<file path="src/rtl/serial_cmd_pkg.sv">
// Shared definitions for the byte-serial command initiator: opcodes, FSM states
// and the opcode table (argument and response byte counts).
package serial_cmd_pkg;

  localparam logic [7:0] CMD_VERSION  = 8'd0;
  localparam logic [7:0] CMD_SET_DEAD = 8'd1;
  localparam logic [7:0] CMD_SET_FIRE = 8'd2;
  localparam logic [7:0] CMD_HISTO    = 8'd10;
  localparam logic [7:0] CMD_DELAY    = 8'd11;

  localparam int unsigned HIST_BYTES = 32;

  typedef enum logic [1:0] {
    IDLE,
    SEND,
    SEND_WAIT,
    RECV
  } state_e;

  function automatic logic cmd_nargs(input logic [7:0] opcode);
    return (opcode == CMD_SET_DEAD) || (opcode == CMD_SET_FIRE);
  endfunction

  function automatic logic [5:0] cmd_nresp(input logic [7:0] opcode);
    case (opcode)
      CMD_VERSION, CMD_DELAY: return 6'd1;
      CMD_HISTO:              return 6'(HIST_BYTES);
      default:                return 6'd0;
    endcase
  endfunction

endpackage

</file>
<file path="src/rtl/serial_cmd_master.sv">
// Host-side command initiator: sends opcode/argument bytes to a UART transmitter,
// collects the response bytes with a per-byte timeout and rebuilds histogram words.
module serial_cmd_master
  import serial_cmd_pkg::*;
#(
  parameter int unsigned TIMEOUT_CYCLES = 1_000_000,
  parameter int unsigned GAP_CYCLES     = 256
) (
  input  logic         clk,
  input  logic         reset,
  input  logic         cmd_valid,
  output logic         cmd_ready,
  input  logic [7:0]   cmd_opcode,
  input  logic [7:0]   cmd_arg,
  input  logic         txBusy,
  output logic         txStart,
  output logic [7:0]   txData,
  input  logic         rxReady,
  input  logic [7:0]   rxData,
  output logic         resp_valid,
  output logic [7:0]   resp_data,
  output logic [4:0]   resp_index,
  output logic         hist_valid,
  output logic [255:0] hist_words,
  output logic         done,
  output logic         timeout_err
);

  localparam int unsigned TIMER_W = $clog2(TIMEOUT_CYCLES + 2);
  localparam int unsigned GAP_W   = $clog2(GAP_CYCLES + 2);
  localparam logic [TIMER_W-1:0] TIMER_LAST = TIMER_W'(TIMEOUT_CYCLES - 1);
  localparam logic [GAP_W-1:0]   GAP_LOAD   = GAP_W'(GAP_CYCLES);

  state_e               state_q, state_d;
  logic [7:0]           opcode_q, opcode_d;
  logic [7:0]           arg_q, arg_d;
  logic                 nargs_q, nargs_d;
  logic [5:0]           nresp_q, nresp_d;
  logic                 ptr_q, ptr_d;
  logic [5:0]           count_q, count_d;
  logic [TIMER_W-1:0]   timer_q, timer_d;
  logic [GAP_W-1:0]     gap_q, gap_d;
  logic                 resp_valid_q, resp_valid_d;
  logic [7:0]           resp_data_q, resp_data_d;
  logic [4:0]           resp_index_q, resp_index_d;
  logic                 hist_valid_q, hist_valid_d;
  logic [255:0]         hist_words_q, hist_words_d;
  logic                 done_q, done_d;
  logic                 timeout_q, timeout_d;
  logic [255:0]         hist_buf_q, hist_merged;
  logic                 hist_wr;
  logic                 ready_c, tx_start_c, done_now_c;
  logic [7:0]           tx_data_c;

  // NOTE: state registers use non-blocking assignments so every flop samples pre-edge values.
  always_ff @(posedge clk) begin
    if (reset) begin
      state_q      <= IDLE;
      opcode_q     <= '0;
      arg_q        <= '0;
      nargs_q      <= 1'b0;
      nresp_q      <= '0;
      ptr_q        <= 1'b0;
      count_q      <= '0;
      timer_q      <= '0;
      gap_q        <= '0;
      resp_valid_q <= 1'b0;
      resp_data_q  <= '0;
      resp_index_q <= '0;
      hist_valid_q <= 1'b0;
      hist_words_q <= '0;
      done_q       <= 1'b0;
      timeout_q    <= 1'b0;
    end else begin
      state_q      <= state_d;
      opcode_q     <= opcode_d;
      arg_q        <= arg_d;
      nargs_q      <= nargs_d;
      nresp_q      <= nresp_d;
      ptr_q        <= ptr_d;
      count_q      <= count_d;
      timer_q      <= timer_d;
      gap_q        <= gap_d;
      resp_valid_q <= resp_valid_d;
      resp_data_q  <= resp_data_d;
      resp_index_q <= resp_index_d;
      hist_valid_q <= hist_valid_d;
      hist_words_q <= hist_words_d;
      done_q       <= done_d;
      timeout_q    <= timeout_d;
    end
  end

  // NOTE: the staging buffer is only published after a full histogram, so it needs no reset.
  always_ff @(posedge clk) begin
    if (hist_wr) hist_buf_q <= hist_merged;
  end

  // NOTE: every signal gets a default before the case so no path can infer a latch.
  always_comb begin
    state_d      = state_q;
    opcode_d     = opcode_q;
    arg_d        = arg_q;
    nargs_d      = nargs_q;
    nresp_d      = nresp_q;
    ptr_d        = ptr_q;
    count_d      = count_q;
    timer_d      = timer_q;
    gap_d        = gap_q;
    resp_valid_d = 1'b0;
    resp_data_d  = resp_data_q;
    resp_index_d = resp_index_q;
    hist_valid_d = 1'b0;
    hist_words_d = hist_words_q;
    done_d       = 1'b0;
    timeout_d    = 1'b0;
    hist_merged  = hist_buf_q;
    hist_merged[{count_q[4:0], 3'b000} +: 8] = rxData;
    hist_wr      = 1'b0;
    ready_c      = 1'b0;
    tx_start_c   = 1'b0;
    tx_data_c    = '0;
    done_now_c   = 1'b0;

    unique case (state_q)
      IDLE: begin
        ready_c = (gap_q == '0);
        if (gap_q != '0) gap_d = gap_q - GAP_W'(1);
        if (cmd_valid && ready_c) begin
          opcode_d = cmd_opcode;
          arg_d    = cmd_arg;
          nargs_d  = cmd_nargs(cmd_opcode);
          nresp_d  = cmd_nresp(cmd_opcode);
          ptr_d    = 1'b0;
          state_d  = SEND;
        end
      end
      SEND: begin
        tx_data_c = ptr_q ? arg_q : opcode_q;
        if (!txBusy) begin
          tx_start_c = 1'b1;
          state_d    = SEND_WAIT;
        end
      end
      SEND_WAIT: begin
        if (ptr_q < nargs_q) begin
          ptr_d   = 1'b1;
          state_d = SEND;
        end else if (nresp_q == '0) begin
          done_now_c = 1'b1;
          gap_d      = GAP_LOAD;
          state_d    = IDLE;
        end else begin
          count_d = '0;
          timer_d = '0;
          state_d = RECV;
        end
      end
      RECV: begin
        // A byte arriving on the expiry cycle still counts and restarts the timer.
        if (rxReady) begin
          resp_valid_d = 1'b1;
          resp_data_d  = rxData;
          resp_index_d = count_q[4:0];
          count_d      = count_q + 6'd1;
          timer_d      = '0;
          hist_wr      = (opcode_q == CMD_HISTO);
          if (count_q + 6'd1 == nresp_q) begin
            done_d  = 1'b1;
            gap_d   = GAP_LOAD;
            state_d = IDLE;
            if (opcode_q == CMD_HISTO) begin
              hist_valid_d = 1'b1;
              hist_words_d = hist_merged;
            end
          end
        end else if (timer_q == TIMER_LAST) begin
          done_d    = 1'b1;
          timeout_d = 1'b1;
          gap_d     = GAP_LOAD;
          state_d   = IDLE;
        end else begin
          timer_d = timer_q + TIMER_W'(1);
        end
      end
      default: state_d = IDLE;
    endcase
  end

  assign cmd_ready   = ready_c & ~reset;
  assign txStart     = tx_start_c & ~reset;
  assign txData      = reset ? 8'h00 : tx_data_c;
  assign done        = done_q | (done_now_c & ~reset);
  assign timeout_err = timeout_q;
  assign resp_valid  = resp_valid_q;
  assign resp_data   = resp_data_q;
  assign resp_index  = resp_index_q;
  assign hist_valid  = hist_valid_q;
  assign hist_words  = hist_words_q;

endmodule

</file>
<file path="config.mk">
export PLATFORM = sky130hd
export DESIGN_NAME = serial_cmd_master
export DESIGN_NICKNAME = d
export VERILOG_FILES = /design/src/rtl/serial_cmd_pkg.sv /design/src/rtl/serial_cmd_master.sv
export SDC_FILE = /design/constraint.sdc
export NUM_CORES = 1
export LEC_CHECK = 0
export BUFFER_PORTS_ARGS = -buffer_cell sky130_fd_sc_hd__buf_2
export CAP_MARGIN = 20
export CELL_PAD_IN_SITES_DETAIL_PLACEMENT = 1
export CELL_PAD_IN_SITES_GLOBAL_PLACEMENT = 2
export CORE_UTILIZATION = 35
export DETAILED_ROUTE_END_ITERATION = 12
export PLACE_DENSITY = 0.87
export SLEW_MARGIN = 30
export SYNTH_ARGS = -nofsm -noshare
export SYNTH_HDL_FRONTEND = slang
export SYNTH_SLANG_ARGS = --single-unit
</file>
<file path="constraint.sdc">
create_clock -name clk -period 10.6 [get_ports clk]
set_clock_uncertainty 0.15 [all_clocks]
set_input_delay 2.12 -clock clk [delete_from_list [all_inputs] [get_ports clk]]
set_output_delay 2.12 -clock clk [all_outputs]
set_load 0.05 [all_outputs]
</file>
==> impl_results.md, run 1 <==
- Antenna diodes: 0
- Area leader, netlist: edfxtp_1
- Simple-gate portion of the synthesized area: approximately 15%
- Initial antenna violation count: 1
- Post-CTS Hold Buffers: 0
- Worst path slowest cell: buf_4
- DR pass1 iterations: 5
- H-tree Lvls: 3
- Fin crit share: 56.1%
- Crit end category: output pin
- Ys flop type: dfxtp_1
- Routed Antenna Nets: 0
- Minimum clock period after layout: about 5.9 ns
- Clock-pin slew on the worst setup and hold paths: 0.06 ns
- Largest net degree at the start of global routing: about 110
- Worst flop-to-flop path startpoint: state_q[1]$_SDFFE_PP0P_
- Synthesized net count: 2172
- Core area: between 60000 and 70000 um^2
- Crit path required time: 8.33 ns
- Post-synth EDFFs: between 200 and 300
- Max transition margin: roughly 36%
- Postcts setup bufs: 0
- CTS tree: built
- Largest family of logic cells by synthesized area: simple AND/OR/NAND/NOR gates
- Crit path largest cell delay: 0.54 ns
- Final core utilization: between 40% and 50%
- Max FO, Critical Path: 88
- IO Port Bufs: 311
- Leakage: roughly 13 nW
- Rows: 97
- CTS root buf: clkbuf_16
- Synth-to-Final Area Change: 18.7%
- Adder-cell share of the synthesized area: less than 1%
- Reg2reg setup slack: 6.03 ns
- Power per cell area: between 150 and 200 nW/um^2
- Mux cell area share after synthesis: between 10% and 20%
- Hold Path Cell Cnt: 1
- Clock Path Buffers: 3
- Psw: roughly 1.1 mW
- Synth cell types: slightly below 70
- Layout cells sized above 1: between 20% and 30%
- Die ar.: just over 70000 um^2
- Avg WL per Cell: ~22 um
- Complex-gate fraction of the synthesized area: ~11%
- Max rail drop VDD: 0.0000989 V
- Slew Limit Fails: 0
- Worst-margin pin slew: ~0.95 ns
- Pint: 3.80 mW
- Die H: 268 um
- GP Congestion: 0.791
- R2R depth: 5
- Synthesized instance count: around 2100
- Worst-path cell chain: buf_4 -> inv_6 -> a41o_1 -> buf_2
- Setup tns final: 0 ns
- Vias in the first global route: roughly 18000
- RSZ-0062 raised after global routing: false
- Part of the power in the clock network: between 40% and 50%
- Critical path class: in2out
- Async SR Flop Fraction: 0%
- Buffers and inverters on the worst path: 3
- Finish-stage setup viols: 0
- Clock sink count: a little under 600
- Gr usage total: between 20% and 30%
- Fillers: about 7600
- Gate power share: ~4.3%
- I/O pins: 312
- Power, Total: 4.91 mW
- Synth top area cells: edfxtp_1, dfxtp_1, mux2_2
- Sw Share: a little under a quarter
- CP delay by family, top: buffers and inverters
- Worst reg2reg path endpoint: hist_words[227]$_SDFFE_PP0P_
- Most common cell in the netlist: dfxtp_1
- Seq/Total Area, Yosys: ~58%
- Synth top area share: 31.1%
- Crit path DAT: 3.67 ns
- Starting Density: roughly a third
- DR DRC count: 0
- Seq cells post-synth: 586
- Sequential share of power: roughly 49%
- Inserted Clock Buffers: 66
- Post-synth top cells: dfxtp_1, edfxtp_1, nor2_1, mux2_2, nand2_1
- Post-synthesis xor/xnor area fraction: less than 1%
- Total Wirelength: about 75000 um
- CTS resizes: 0
- Avg Synthesized Cell Area: between 10 and 15 um^2
- Final #Nets: 2432
- Status: finished clean
- Hold WC Path Type: reg2reg
- Max Fclk: approximately 170 MHz
- First-pass GRT wire length: between 100000 and 150000 um
- Hold path endpoint: gap_q[0]$_SDFFE_PP0P_
- Setup crit start kind: input port
- Clock Latency Late Sink: approximately 0.60 ns
- # Max-Cap Violations: 0
- Hold Startpoint: gap_q[0]$_SDFFE_PP0P_
- Routed vias/inst: around 5.3
- Synthesis warning total: 0
- DR vias: roughly 18000
- GR Overflow Total: 0
- Mapped cell area: around 25000 um^2
- HPWL after DPL: just over 50000 um
- DR iter-0 viols: ~1300
- Hold Fails Final Rpt: 0
- Die width: roughly 270 um
-- layer usage --
metal  part of all wire [%]  vias up  global-route usage (%)
met1                     43     9062                    26.7
met2                     48      433                    34.0
li1                       -     8192                       -
met4                    3.9        0                    8.88
met5                      0        -                       0
met3                    5.0      131                    3.64
-- cell families (layout without fill, tap and decap cells) --
logic type                 after synthesis  after routing
DFF                                    586            586
AOI/OAI and AO/OA                      317            317
buffers and inverters                  189            501
muxes                                  250            250
xor gates and xnor gates                23             23
adders and majority gates                7              7
and+or+nand+nor                        764            764
-- registers in the layout, indices dropped and copies added, names as in the netlist, 6 cells and up --
signal / cells
timer_q: 20
opcode_q: 8
arg_q: 8
hist_buf_q: 256
resp_data: 8
gap_q: 9
hist_words: 256
count_q: 6
-- placed cells by master, fill, tap and decap left out, drive strengths merged, types with 8 or more instances in the layout --
cell / instances
clkbuf: 95
o21ai: 24
mux2i: 40
a211oi: 8
o211a: 145
mux2: 210
a21oi: 39
clkinv: 16
nor4b: 9
nand4: 26
nand2: 152
xnor2: 20
edfxtp: 256
inv: 43
nand2b: 147
dfxtp: 330
or4: 8
or3: 17
nand3: 34
nor3: 88
buf: 340
nor2: 248
nor4: 13
a311oi: 24
o21a: 49
-- worst register-to-register path: stages, from the launching register on --
cell	delay (ns)
dfxtp_1	0.70
and3_1	0.74
and3_4	0.88
nand3_4	0.87
buf_4	0.73
o211a_1	0.37
-- layout make-up --
cell class,count,area (um^2),share of cell area [%]
Tap cell,940,1180,4.01
Inverter,41,159,0.542
Timing Repair Buffer,340,1810,6.17
Clock inverter,25,244,0.832
Clock buffer,95,1930,6.60
Multi-Input combinational cell,1361,9700,33.1
Sequential cell,586,14300,48.8
-- power groups by stage --
stage                     registers, mW  logic, mW  clock network [mW]
after floorplan                    2.42      0.154                   0
after detailed placement           2.44      0.209                   0
after global routing               2.39      0.234                2.44
final                              2.39      0.213                2.31
after CTS                          2.39      0.211                2.35
after global placement             2.43      0.198                   0
-- worst max path at each step --
| stage | startpoint | end | slack [ns] | depth (start not counted) |
|---|---|---|---|---|
| after floorplan | rxReady | hist_words[100]$_SDFFE_PP0P_ | 3.14 | 8 |
| after global placement | rxReady | hist_words[40]$_SDFFE_PP0P_ | 4.65 | 6 |
| after detailed placement | rxReady | hist_words[248]$_SDFFE_PP0P_ | 4.47 | 6 |
| after CTS | reset | done | 4.65 | 4 |
| after global routing | reset | done | 4.56 | 4 |
| final | reset | done | 4.66 | 4 |
-- per-stage QoR --
| step | hold WS [ns] | setup WS, ns | area (um^2) | std cells |
|---|---|---|---|---|
| floorplan | 0.253 | 3.14 | 24700 | 2136 |
| global placement | 0.265 | 4.65 | 27100 | 3267 |
| detailed placement | 0.277 | 4.47 | 27100 | 3267 |
| CTS | 0.285 | 4.65 | 29300 | 3387 |
| global route | 0.294 | 4.56 | 29300 | 3388 |
| finish | 0.281 | 4.66 | 29300 | 3388 |
(Power assumes the default switching activity.)
==> run 2: changes to the inputs <==
--- a/config.mk
+++ b/config.mk
@@ -9,9 +9,9 @@
 export CAP_MARGIN = 20
 export CELL_PAD_IN_SITES_DETAIL_PLACEMENT = 1
 export CELL_PAD_IN_SITES_GLOBAL_PLACEMENT = 2
-export CORE_UTILIZATION = 35
+export CORE_UTILIZATION = 39
 export DETAILED_ROUTE_END_ITERATION = 12
-export PLACE_DENSITY = 0.87
+export PLACE_DENSITY = 0.91
 export SLEW_MARGIN = 30
 export SYNTH_ARGS = -nofsm -noshare
 export SYNTH_HDL_FRONTEND = slang
==> constraint.sdc (replaced) <==
create_clock -name clk -period 5.6 [get_ports clk]
set_clock_uncertainty 0.15 [all_clocks]
set_input_delay 1.12 -clock clk [delete_from_list [all_inputs] [get_ports clk]]
set_output_delay 1.12 -clock clk [all_outputs]
set_load 0.05 [all_outputs]
==> impl_results.md, run 2 (synthesis gave the netlist of run 1 again) <==
- Status: finished clean (unchanged)
- Clock Path Buffers: 3 (unchanged)
- Routed Antenna Nets: 0 (unchanged)
- Die H: 254 um (was 268 um)
- DR pass1 iterations: 5 (unchanged)
- GP Congestion: 0.802 (was 0.791)
- IO Port Bufs: 311 (unchanged)
- Reg2reg setup slack: 1.49 ns (was 6.03 ns)
- Worst-path cell chain: inv_1 -> ha_1 -> xor2_4 -> buf_4 -> nand2_1 -> a211oi_4 -> mux2i_1 -> nor2_1 -> nor3_1 (was buf_4 -> inv_6 -> a41o_1 -> buf_2)
- First-pass GRT wire length: 112000 um (was 113000 um)
- Postcts setup bufs: 0 (unchanged)
- Post-CTS Hold Buffers: 0 (unchanged)
- Leakage: 12.7 nW (about the same)
- Initial antenna violation count: 0 (was 1)
- Slew Limit Fails: 0 (unchanged)
- Crit path required time: 5.99 ns (was 8.33 ns)
- Hold Path Cell Cnt: 1 (unchanged)
- # Max-Cap Violations: 0 (unchanged)
- Power, Total: 9.14 mW (was 4.91 mW)
- Die ar.: 64300 um^2 (was 71600 um^2)
- Crit end category: flop (was output pin)
- Starting Density: 39.7% (was 35.3%)
- CTS tree: built (unchanged)
- Clock Latency Late Sink: 0.63 ns (was 0.60 ns)
- DR DRC count: 0 (unchanged)
- Worst reg2reg path endpoint: hist_words[186]$_SDFFE_PP0P_ (was hist_words[227]$_SDFFE_PP0P_)
- Synth-to-Final Area Change: 18.1% (was 18.7%)
- Hold WC Path Type: reg2reg (unchanged)
- Crit path largest cell delay: 0.71 ns (was 0.54 ns)
- Routed vias/inst: 5.40 (was 5.26)
- Minimum clock period after layout: 4.11 ns
- H-tree Lvls: 2 (was 3)
- Clock sink count: 586 (unchanged)
- Core area: 62200 um^2 (was 69900 um^2)
- Antenna diodes: 0 (unchanged)
- R2R depth: 9 (was 5)
- Most frequent cells in the layout: dfxtp_1, buf_2, edfxtp_1 (unchanged)
- I/O pins: 312 (unchanged)
- Die width: 254 um (was 268 um)
- CTS root buf: clkbuf_16 (unchanged)
- Worst-margin pin slew: 0.973 ns (was 0.948 ns)
- DR iter-0 viols: 1118 (was 1259)
- Place WS: 1.49 ns (was 4.47 ns)
- Avg WL per Cell: 22.5 um (was 22.1 um)
- Max FO, Critical Path: 23 (was 88)
- GR Overflow Total: 0 (unchanged)
- Layout cells sized above 1: 28.7% (was 29.1%)
- Setup crit start kind: flop (was input port)
- Critical path class: reg2reg (was in2out)
- Final worst slack: 1.49 ns (was 4.66 ns)
- Inserted Clock Buffers: 61 (was 66)
- Largest net degree at the start of global routing: 259 (was 112)
- Max rail drop VDD: 0.000233 V (was 0.0000989 V)
- Finish-stage setup viols: 0 (unchanged)
- Worst path slowest cell: dfxtp_1 (was buf_4)
- DR vias: 17700 (was 17800)
- Hold path endpoint: gap_q[0]$_SDFFE_PP0P_ (unchanged)
- Total Wirelength: 73800 um (was 74900 um)
- Final core utilization: 46.9% (was 41.9%)
- CTS resizes: 0 (unchanged)
- Setup tns final: 0 ns (unchanged)
- Crit path DAT: 4.51 ns (was 3.67 ns)
- Worst flop-to-flop path startpoint: count_q[1]$_SDFFE_PP0P_ (was state_q[1]$_SDFFE_PP0P_)
- Commonest non-fill, non-tap cell in the layout: dfxtp_1 (unchanged)
- Fin crit share: about 73%
- Max Fclk: between 200 and 250 MHz
- Max transition margin: 35.1% (was 36.3%)
- Final #Nets: 2426 (was 2432)
- Vias in the first global route: 18600 (was 18300)
- Gr usage total: 22.7% (was 20.7%)
- RSZ-0062 raised after global routing: false (unchanged)
- Clock-pin slew on the worst setup and hold paths: 0.06 ns (about the same)
- HPWL after DPL: 50300 um (was 51300 um)
- Hold Slack: 0.274 ns (was 0.281 ns)
- Hold Startpoint: gap_q[0]$_SDFFE_PP0P_ (unchanged)
- Hold Fails Final Rpt: 0 (unchanged)
- Power per cell area: 313 nW/um^2 (was 167 nW/um^2)
- Rows: 91 (was 97)
-- run 2: cell types whose count changed in the layout (fill, tap and decap cells not counted), moves of 3 or more --
cell,before,now
clkinv_1,2,9
clkbuf_16,69,63
buf_4,26,22
clkinv_2,13,9
buf_12,0,3
bufinv_16,4,7
clkinvlp_4,3,0
-- run 2: how the worst max path moves through the flow --
stage / startpoint / to / cells past startpoint
after CTS: count_q[1]$_SDFFE_PP0P_ / hist_words[186]$_SDFFE_PP0P_ / 9
final: count_q[1]$_SDFFE_PP0P_ / hist_words[186]$_SDFFE_PP0P_ / 9
after detailed placement: rxReady / hist_words[60]$_SDFFE_PP0P_ / 7
after global placement: count_q[1]$_SDFFE_PP0P_ / hist_words[186]$_SDFFE_PP0P_ / 9
after global routing: count_q[1]$_SDFFE_PP0P_ / hist_words[187]$_SDFFE_PP0P_ / 9
after floorplan: rxReady / hist_words[100]$_SDFFE_PP0P_ / 8
-- run 2: layout make-up --
class	count	area [um^2]
Fill cell	6759	33000
Clock inverter	28	332
Multi-Input combinational cell	1361	9690
Sequential cell	586	14300
Timing Repair Buffer	339	1870
Clock buffer	87	1770
Tap cell	837	1050
Inverter	41	159
-- run 2: worst max-delay path, delay by kind of cell (launching register included) --
family / cells / cell delay (ns)
mux: 1 / 0.35
buf+inv: 2 / 0.61
flops: 1 / 0.71
compound gates: 1 / 0.61
fa+ha+maj: 1 / 0.47
simple gates: 3 / 0.55
xor+xnor: 1 / 0.56
-- run 2: where the power goes --
group,internal (mW),leakage (nW),switching [mW]
Clock,2.51,1.03,1.71
Combinational,0.132,6.67,0.261
Sequential,4.47,4.96,0.0505
Total,7.11,12.7,2.02
-- run 2: metal layers --
metal | GRT usage, % | up-vias | wire length, um
li1 | - | 8166 | -
met1 | 28.7 | 9060 | 31500
met2 | 38.7 | 388 | 36300
met3 | 4.41 | 108 | 3960
met4 | 7.16 | 0 | 1970
met5 | 0 | - | 0
-- run 2: metrics by stage --
step | cell area [um^2] | cells
floorplan | 24700 | 2136
global placement | 27000 | 3161
detailed placement | 27000 | 3162
CTS | 29100 | 3277
global route | 29200 | 3279
finish | 29200 | 3279
==> run 3: changes to the inputs <==
==> constraint.sdc (replaced) <==
create_clock -name clk -period 3.9 [get_ports clk]
set_clock_uncertainty 0.15 [all_clocks]
set_input_delay 0.78 -clock clk [delete_from_list [all_inputs] [get_ports clk]]
set_output_delay 0.78 -clock clk [all_outputs]
set_load 0.05 [all_outputs]
==> impl_results.md, run 3 (synthesis gave the netlist of run 1 again) <==
- Pint: 9.94 mW (was 7.11 mW)
- RSZ-0062 raised after global routing: false (unchanged)
- Setup crit start kind: flop (unchanged)
- Worst-path cell chain: buf_4 -> inv_1 -> ha_1 -> xnor2_2 -> nand2_1 -> a211oi_4 -> mux2_2 -> nor2_1 -> nor3_1 (was inv_1 -> ha_1 -> xor2_4 -> buf_4 -> nand2_1 -> a211oi_4 -> mux2i_1 -> nor2_1 -> nor3_1)
- Routed Antenna Nets: 0 (unchanged)
- Part of the power in the clock network: 45.2% (was 46.2%)
- Setup tns final: 0 ns (unchanged)
- Layout cells sized above 1: 29.6% (was 28.7%)
- Sequential share of power: 50.3% (was 49.5%)
- Worst reg2reg path endpoint: hist_words[144]$_SDFFE_PP0P_ (was hist_words[186]$_SDFFE_PP0P_)
- Critical path class: reg2reg (unchanged)
- Clock-pin slew on the worst setup and hold paths: 0.06 ns (about the same)
- Power per cell area: 440 nW/um^2 (was 313 nW/um^2)
- Post-CTS Hold Buffers: 0 (unchanged)
- Max rail drop VDD: 0.000369 V (was 0.000233 V)
- Hold Fails Final Rpt: 0 (unchanged)
- Initial antenna violation count: 2 (was 0)
- GP Congestion: 0.828 (was 0.802)
- R2R depth: 9 (unchanged)
- Die width: 254 um (unchanged)
- Leakage: 12.8 nW (was 12.7 nW)
- Minimum clock period after layout: 3.67 ns (was 4.11 ns)
- Final worst slack: 0.227 ns (was 1.49 ns)
- Core area: 62200 um^2 (unchanged)
- Hold WC Path Type: in2reg (was reg2reg)
- Crit. path cell count: 9 (unchanged)
- Die ar.: 64300 um^2 (unchanged)
- Final core utilization: 47.1% (was 46.9%)
- Crit path DAT: 4.01 ns (was 4.51 ns)
- Max transition margin: 27.9% (was 35.1%)
- Status: finished clean (unchanged)
- CP delay by family, top: XOR/XNOR gates (was flip-flops)
- Crit end category: flop (unchanged)
- DR iter-0 viols: 1189 (was 1118)
- Vias in the first global route: 18400 (was 18600)
- Reg2reg setup slack: 0.23 ns (was 1.49 ns)
- Rows: 91 (unchanged)
- Crit path launch: count_q[1]$_SDFFE_PP0P_ (unchanged)
- Antenna diodes: 0 (unchanged)
- DR DRC count: 0 (unchanged)
- Final #Nets: 2448 (was 2426)
- Clock Path Buffers: 3 (unchanged)
- Total Wirelength: 74100 um (was 73800 um)
- CTS tree: built (unchanged)
- Most frequent cells in the layout: dfxtp_1, buf_2, edfxtp_1 (unchanged)
- Crit path required time: 4.24 ns (was 5.99 ns)
- Hold Path Cell Cnt: 3 (was 1)
- Buffers and inverters on the worst path: 2 (unchanged)
- Final cell count without fillers: 3300 (was 3279)
- First-pass GRT wire length: 113000 um (was 112000 um)
- Clock Latency Late Sink: 0.64 ns (was 0.63 ns)
- GR Overflow Total: 0 (unchanged)
- Inserted Clock Buffers: 60 (was 61)
- Worst-margin pin slew: 1.08 ns (was 0.973 ns)
- IO Port Bufs: 311 (unchanged)
- Hold Startpoint: cmd_arg[7] (was gap_q[0]$_SDFFE_PP0P_)
- Commonest non-fill, non-tap cell in the layout: dfxtp_1 (unchanged)
- Clock sink count: 586 (unchanged)
- Place WS: 0.298 ns (was 1.49 ns)
- Crit path largest cell delay: 0.79 ns (was 0.71 ns)
- Max Fclk: 272 MHz (was 243 MHz)
- Largest net degree at the start of global routing: 170 (was 259)
- HPWL after DPL: 51400 um (was 50300 um)
- Avg WL per Cell: 22.5 um (about the same)
- Max FO, Critical Path: 14 (was 23)
- Die H: 254 um (unchanged)
- Worst flop-to-flop path startpoint: count_q[1]$_SDFFE_PP0P_ (unchanged)
- Placed Instances: 3187 (was 3162)
- Gr usage total: 22.8% (was 22.7%)
- DR pass1 iterations: 6 (was 5)
- Finish-stage setup viols: 0 (unchanged)
- Starting Density: 39.7% (unchanged)
- Routed vias/inst: 5.41 (was 5.40)
- H-tree Lvls: 2 (unchanged)
- DR vias: 17900 (was 17700)
- Worst path slowest cell: xnor2_2 (was dfxtp_1)
- Fin crit share: 94.2% (was 73.5%)
- Psw: 2.95 mW (was 2.02 mW)
- Synth-to-Final Area Change: 18.6% (was 18.1%)
- Gate power share: 4.5% (was 4.3%)
- Crit path to: hist_words[144]$_SDFFE_PP0P_ (was hist_words[186]$_SDFFE_PP0P_)
- Sw Share: 22.9% (was 22.1%)
- CTS root buf: clkbuf_16 (unchanged)
- I/O pins: 312 (unchanged)
- # Max-Cap Violations: 0 (unchanged)
- Slew Limit Fails: 0 (unchanged)
run 3: layout make-up:
| type | instances | area [um^2] |
|---|---|---|
| inverters | 41 | 159 |
| flip-flops and latches | 586 | 14300 |
| repair buffers | 362 | 2070 |
| fillers | 6737 | 32900 |
| clock buffers | 92 | 1790 |
| well taps | 837 | 1050 |
| multi-input cells | 1361 | 9700 |
| clock inverters | 21 | 226 |
run 3: power by group through the flow:
stage	registers, mW	clock network, mW	logic (mW)
3_5_place_dp	6.62	0	0.566
6_report	6.49	5.83	0.576
3_3_place_gp	6.61	0	0.541
2_1_floorplan	6.59	0	0.418
4_1_cts	6.48	5.96	0.575
5_1_grt	6.49	6.18	0.629
run 3: worst min-delay path by stage:
stage | slack [ns] | to
floorplan | 0.25 | gap_q[0]$_SDFFE_PP0P_
global placement | 0.26 | gap_q[0]$_SDFFE_PP0P_
detailed placement | 0.28 | gap_q[0]$_SDFFE_PP0P_
CTS | 0.21 | arg_q[7]$_SDFFE_PP0P_
global route | 0.24 | arg_q[2]$_SDFFE_PP0P_
finish | 0.24 | arg_q[7]$_SDFFE_PP0P_
run 3: what timing repair did:
item                                    in CTS  in global routing
endpoints found under the hold margin        0                  0
resized for setup                            0                  1
setup buffers                                0                  0
endpoints found under the setup margin       0                  1
run 3: metal layers:
layer  vias up  global-route usage [%]  share of wire [%]
met5         -                       0              0.011
met4         2                    7.38                2.8
met3       109                    4.91                6.2
met2       482                    37.2                 48
li1       8236                       -                  -
met1      9028                    30.0                 43
run 3: through the flow:
stage          power (mW)  hold slack (ns)  area, um^2
2_1_floorplan        7.01            0.253       24900
3_3_place_gp         7.15            0.262       27200
3_5_place_dp         7.18            0.276       27200
4_1_cts              13.0            0.213       29300
5_1_grt              13.3            0.242       29300
6_report             12.9            0.243       29300
run 3: worst register-to-register path, cell delays in order, from the launching register on:
cell and delay [ns]:
dfxtp_1 0.31, buf_4 0.17, inv_1 0.11, ha_1 0.42
xnor2_2 0.79, nand2_1 0.43, a211oi_4 0.51, mux2_2 0.42
nor2_1 0.14, nor3_1 0.07
